**src/rtl/rx.sv**
```systemverilog
// ============================================================================
// rx - 8N1 UART receiver with 2-flop input synchronizer and mid-bit sampling
// Revision: 1.0
// ============================================================================
`default_nettype none

module rx #(
  parameter logic [15:0] CLKS_PER_BIT = 16'd16
) (
  input  logic       clk,
  input  logic       n_rst,
  input  logic       rxd,
  output logic [7:0] rx_data,
  output logic       rx_valid,
  output logic       rx_err,
  output logic       rx_busy
);

  localparam logic [1:0]  S_IDLE  = 2'd0;
  localparam logic [1:0]  S_START = 2'd1;
  localparam logic [1:0]  S_DATA  = 2'd2;
  localparam logic [1:0]  S_STOP  = 2'd3;
  localparam logic [15:0] HALF_M1 = CLKS_PER_BIT / 16'd2 - 16'd1;
  localparam logic [15:0] FULL_M1 = CLKS_PER_BIT - 16'd1;

  logic        sync1_q, rxs_q;
  logic [1:0]  state_q, state_d;
  logic [15:0] cnt_q, cnt_d;
  logic [2:0]  idx_q, idx_d;
  logic [7:0]  sh_q, sh_d;
  logic        armed_q, armed_d;
  logic [7:0]  data_q, data_d;
  logic        valid_q, valid_d;
  logic        err_q, err_d;
  logic        half_hit, full_hit;

  assign half_hit = (cnt_q == HALF_M1);
  assign full_hit = (cnt_q == FULL_M1);

  // State register
  always_ff @(posedge clk or negedge n_rst) begin
    if (!n_rst) begin
      state_q <= S_IDLE;
    end else begin
      state_q <= state_d;
    end
  end

  // Next-state logic
  always_comb begin
    state_d = state_q;
    case (state_q)
      S_IDLE:  if (!rxs_q && armed_q) state_d = S_START;
      S_START: if (half_hit) state_d = rxs_q ? S_IDLE : S_DATA;
      S_DATA:  if (full_hit && (idx_q == 3'd7)) state_d = S_STOP;
      S_STOP:  if (full_hit) state_d = S_IDLE;
      default: state_d = S_IDLE;
    endcase
  end

  // Datapath and output pulses; counter free-runs per bit, never resyncs on edges
  always_comb begin
    cnt_d   = cnt_q;
    idx_d   = idx_q;
    sh_d    = sh_q;
    armed_d = armed_q;
    data_d  = data_q;
    valid_d = 1'b0;
    err_d   = 1'b0;
    case (state_q)
      S_IDLE: begin
        cnt_d = 16'd0;
        idx_d = 3'd0;
        if (rxs_q) begin
          armed_d = 1'b1;
        end else if (armed_q) begin
          armed_d = 1'b0;
        end
      end
      S_START: begin
        idx_d = 3'd0;
        cnt_d = half_hit ? 16'd0 : cnt_q + 16'd1;
      end
      S_DATA: begin
        if (full_hit) begin
          cnt_d = 16'd0;
          sh_d  = {rxs_q, sh_q[7:1]};
          idx_d = idx_q + 3'd1;
        end else begin
          cnt_d = cnt_q + 16'd1;
        end
      end
      S_STOP: begin
        if (full_hit) begin
          cnt_d = 16'd0;
          if (rxs_q) begin
            data_d  = sh_q;
            valid_d = 1'b1;
          end else begin
            err_d = 1'b1;
          end
        end else begin
          cnt_d = cnt_q + 16'd1;
        end
      end
      default: cnt_d = 16'd0;
    endcase
  end

  always_ff @(posedge clk or negedge n_rst) begin
    if (!n_rst) begin
      sync1_q <= 1'b1;
      rxs_q   <= 1'b1;
      cnt_q   <= 16'd0;
      idx_q   <= 3'd0;
      sh_q    <= 8'h00;
      armed_q <= 1'b1;
      data_q  <= 8'h00;
      valid_q <= 1'b0;
      err_q   <= 1'b0;
    end else begin
      sync1_q <= rxd;
      rxs_q   <= sync1_q;
      cnt_q   <= cnt_d;
      idx_q   <= idx_d;
      sh_q    <= sh_d;
      armed_q <= armed_d;
      data_q  <= data_d;
      valid_q <= valid_d;
      err_q   <= err_d;
    end
  end

  always_comb begin
    rx_busy  = (state_q != S_IDLE);
    rx_data  = data_q;
    rx_valid = valid_q;
    rx_err   = err_q;
  end

endmodule

`default_nettype wire

```
**config.mk**
```make
export PLATFORM = sky130hd
export DESIGN_NAME = rx
export DESIGN_NICKNAME = d
export VERILOG_FILES = /design/src/rtl/rx.sv
export SDC_FILE = /design/constraint.sdc
export NUM_CORES = 1
export LEC_CHECK = 0
export ABC_AREA = 1
export CAP_MARGIN = 25
export CORE_UTILIZATION = 45
export CTS_CLUSTER_SIZE = 25
export DETAILED_ROUTE_END_ITERATION = 12
export SKIP_LAST_GASP = 1
export SLEW_MARGIN = 20
export SYNTH_ARGS = -nofsm -noshare
export SYNTH_HDL_FRONTEND = slang
export SYNTH_SLANG_ARGS = --single-unit
```
**constraint.sdc**
```tcl
create_clock -name clk -period 1.9 [get_ports clk]
set_input_delay 0.38 -clock clk [delete_from_list [all_inputs] [get_ports clk]]
set_output_delay 0.38 -clock clk [all_outputs]
set_load 0.02 [all_outputs]
```
==> run metrics <==
full die area ~0.0046 mm²; top-count cell post-synth nand2_1; Final period util 87.9%; Global Route met2 Usage 29.0%; Syn-to-layout area delta 14.4%; Synth Area in Compound Gates about a tenth; clock root buffer clkbuf_8; Max VDD drop 0.623 mV; ys async rst share 100%; Hold WS 0.0324 ns; DIE WIDTH 67.9 µm; Setup Skew about 0.0068 ns; xor/xnor cell area share of the yosys netlist 1.79%; met3 Use GR approximately 5.5%; vias in the first global route 1408; WL final 3.51 mm; Final Hold Viols 0; Netlist Area Pre-Place roughly 0.0020 mm²; GR peak layer met2; GPL Wtd Cong between 0.8 and 0.9; DRC 0; Critical Path RT 2.08 ns; WS Path Type flop to flop; Synthesis Warnings 0; Filler cells between 300 and 400; TritonCTS clock tree yes; first-pass GRT wire length 6.04 mm; largest area contributor in the netlist dfrtp_1; CP max-delay cell dfrtp_1; max-slew violations 0; Core Rows 23; worst slack, placed 0.233 ns; CTS H-tree lvls 2; Inserted Clock Buffers 5; Post-CTS Setup Bufs 0; CP arrival 1.85 ns; Static Leak 1.06 nW; Clock Tree Buf Depth 2; R2R depth 8; EDFF count, synth 0; DR vias/cell 5.01; worst hold-check path type input pin to asynchronous set/reset pin; WL per Instance around 12 µm; CP Capture Type flop; Port Buffer Count 13; layout cell share with drive strength beyond 1 approximately 16%; GRT Total Usage 18.1%; crit-path max cell delay 0.39 ns; Post-Synth Simple-Gate Area 24.7%; Antenna diodes 0; adder-cell share of the synthesized area under 10%; clock sink count 42; register area 0.00105 mm²; worst reg2reg endpoint cnt_q[14]; status completed; register bit total from synthesis 42; synth top area cells dfrtp_1 (50%), nand2_1 (9.8%), inv_1 (4.8%); area of the multi-input gates between 700 and 800 µm²; ANT nets after route 0; drt pass-1 iters 4; clk slew on worst S/H paths 0.08 ns; Tmin final approximately 1.7 ns; Final Setup Violations 0; synthesized area per cell 9.05 µm²; max_cap viols 0; PnR worst setup slack 0.230 ns; total core area 0.00409 mm²; pin count of the biggest net entering global routing 22; Post-synth top flop dfrtp_1; routed vias 1444; Die H between 60 and 70 µm; grt ovf 0; Slew headroom 69.5%; critical path peak fanout 4; clk_lat worst skew ~0.29 ns; setup TNS 0 ns; post-synthesis sequential area ratio 54.0%; Synth Instances ~220; worst r2r src cnt_q[0]; fmax 599 MHz; Global Route met1 Usage 23.5%; # IOs 14; Final #Nets between 200 and 250; syn_nets approximately 220; Netlist cell types 29; antenna violations before repair 0; crit path cell chain ha_1 > nand3_2 > nor2_1 > nand2_1 > nor2_2 > nand2_1 > o21ai_1 > nor2_1; power per cell area 940 mW/mm²; Slew @ Worst Pin 0.457 ns; area fraction of the dominant cell type after synthesis between 40% and 50%; Initial Util 47.8%; dpl hpwl 2.63 mm; Startpoint Class flop; RSZ-0062 raised after global routing no; R2R setup slack 0.23 ns; number of DRC markers in iteration 0 72; largest family of logic cells by synthesized area simple AND/OR/NAND/NOR gates; most frequent cells after synthesis nand2_1 (51), dfrtp_1 (39), inv_1 (25), nor2_1 (24), o21ai_1 (13); mux contribution to synthesized area 0%
-- power by group --
group	internal [W]	switching [W]	total [W]
logic	0.000165	0.000327	0.000492
clock network	0.000293	0.000287	0.000580
registers	0.000964	0.0000664	0.00103
total	0.00142	0.000681	0.00210
-- layout make-up --
class                      instances  area share, %
clock buffer                       7           3.86
clock inverter                     1          0.224
inverter                          30           5.26
multi-input combinational        142           34.0
sequential                        42           47.2
tap                               50           2.80
timing repair buffer              16           6.72
-- how the worst max path moves through the flow --
stage / startpoint / endpoint / slack (ns) / depth (start not counted)
floorplan: cnt_q[0] / rx_data[6] / 0.44 / 9
detailed placement: cnt_q[0] / cnt_q[14] / 0.23 / 8
global route: cnt_q[0] / cnt_q[14] / 0.05 / 8
global placement: cnt_q[0] / rx_data[2] / 0.34 / 8
CTS: flop / rx_busy / 0.03 / 3
finish: cnt_q[0] / cnt_q[14] / 0.23 / 8
-- flip-flops by register name, indices dropped and copies added, names as in the netlist, named ones only --
signal    cells
idx_q         3
rx_data       8
rx_err        1
cnt_q        16
sync1_q       1
armed_q       1
sh_q          8
rx_valid      1
rxs_q         1
state_q       1
-- timing repair --
item,in CTS,in global routing
endpoints found under the setup margin,0,1
hold buffers,0,0
gates resized for setup,0,1
-- cells in the final DEF, fill, tap and decap left out, drive strengths merged --
| cell type | count |
|---|---|
| ha | 3 |
| dfstp | 3 |
| a21oi | 9 |
| nand3 | 10 |
| clkdlybuf4s50 | 11 |
| nor3 | 6 |
| clkbuf | 7 |
| dfrtp | 39 |
| dlymetal6s2s | 1 |
| buf | 4 |
| xor2 | 2 |
| a31oi | 2 |
| clkinv | 2 |
| o21a | 2 |
| nand4 | 2 |
| nand2 | 56 |
| o21ai | 21 |
| xnor2 | 2 |
| nor2 | 27 |
| inv | 29 |
-- cells by family after synthesis --
family          Yosys count
xor+xnor                  4
compound gates           34
fa+ha+maj                 3
simple gates            101
flops                    42
buf+inv                  32
-- through the flow --
| step | util, % | instances | total power, W | area [µm²] |
|---|---|---|---|---|
| after floorplan | - | 216 | 0.00137 | 1950 |
| after global placement | 52.4 | 280 | 0.00152 | 2140 |
| after detailed placement | 52.4 | 280 | 0.00154 | 2140 |
| after CTS | 54.7 | 288 | 0.00212 | 2230 |
| after global routing | 54.7 | 288 | 0.00224 | 2240 |
| final | 54.7 | 288 | 0.00210 | 2240 |
-- metal layers --
metal  up-vias  part of all wire [%]
met3         7                   4.2
met5         -                     0
met2        40                    48
li1        724                     -
met4         0                   1.0
met1       673                    47
-- worst max-delay path, delay by kind of cell (launching register included) --
kind / cells / cell delay, ns
adder cells (fa/ha/maj): 1 / 0.25
flip-flops: 1 / 0.39
AND/OR/NAND/NOR: 6 / 0.79
AO/OA/AOI/OAI: 1 / 0.14
Note: power is estimated with default switching activity, not from simulation.
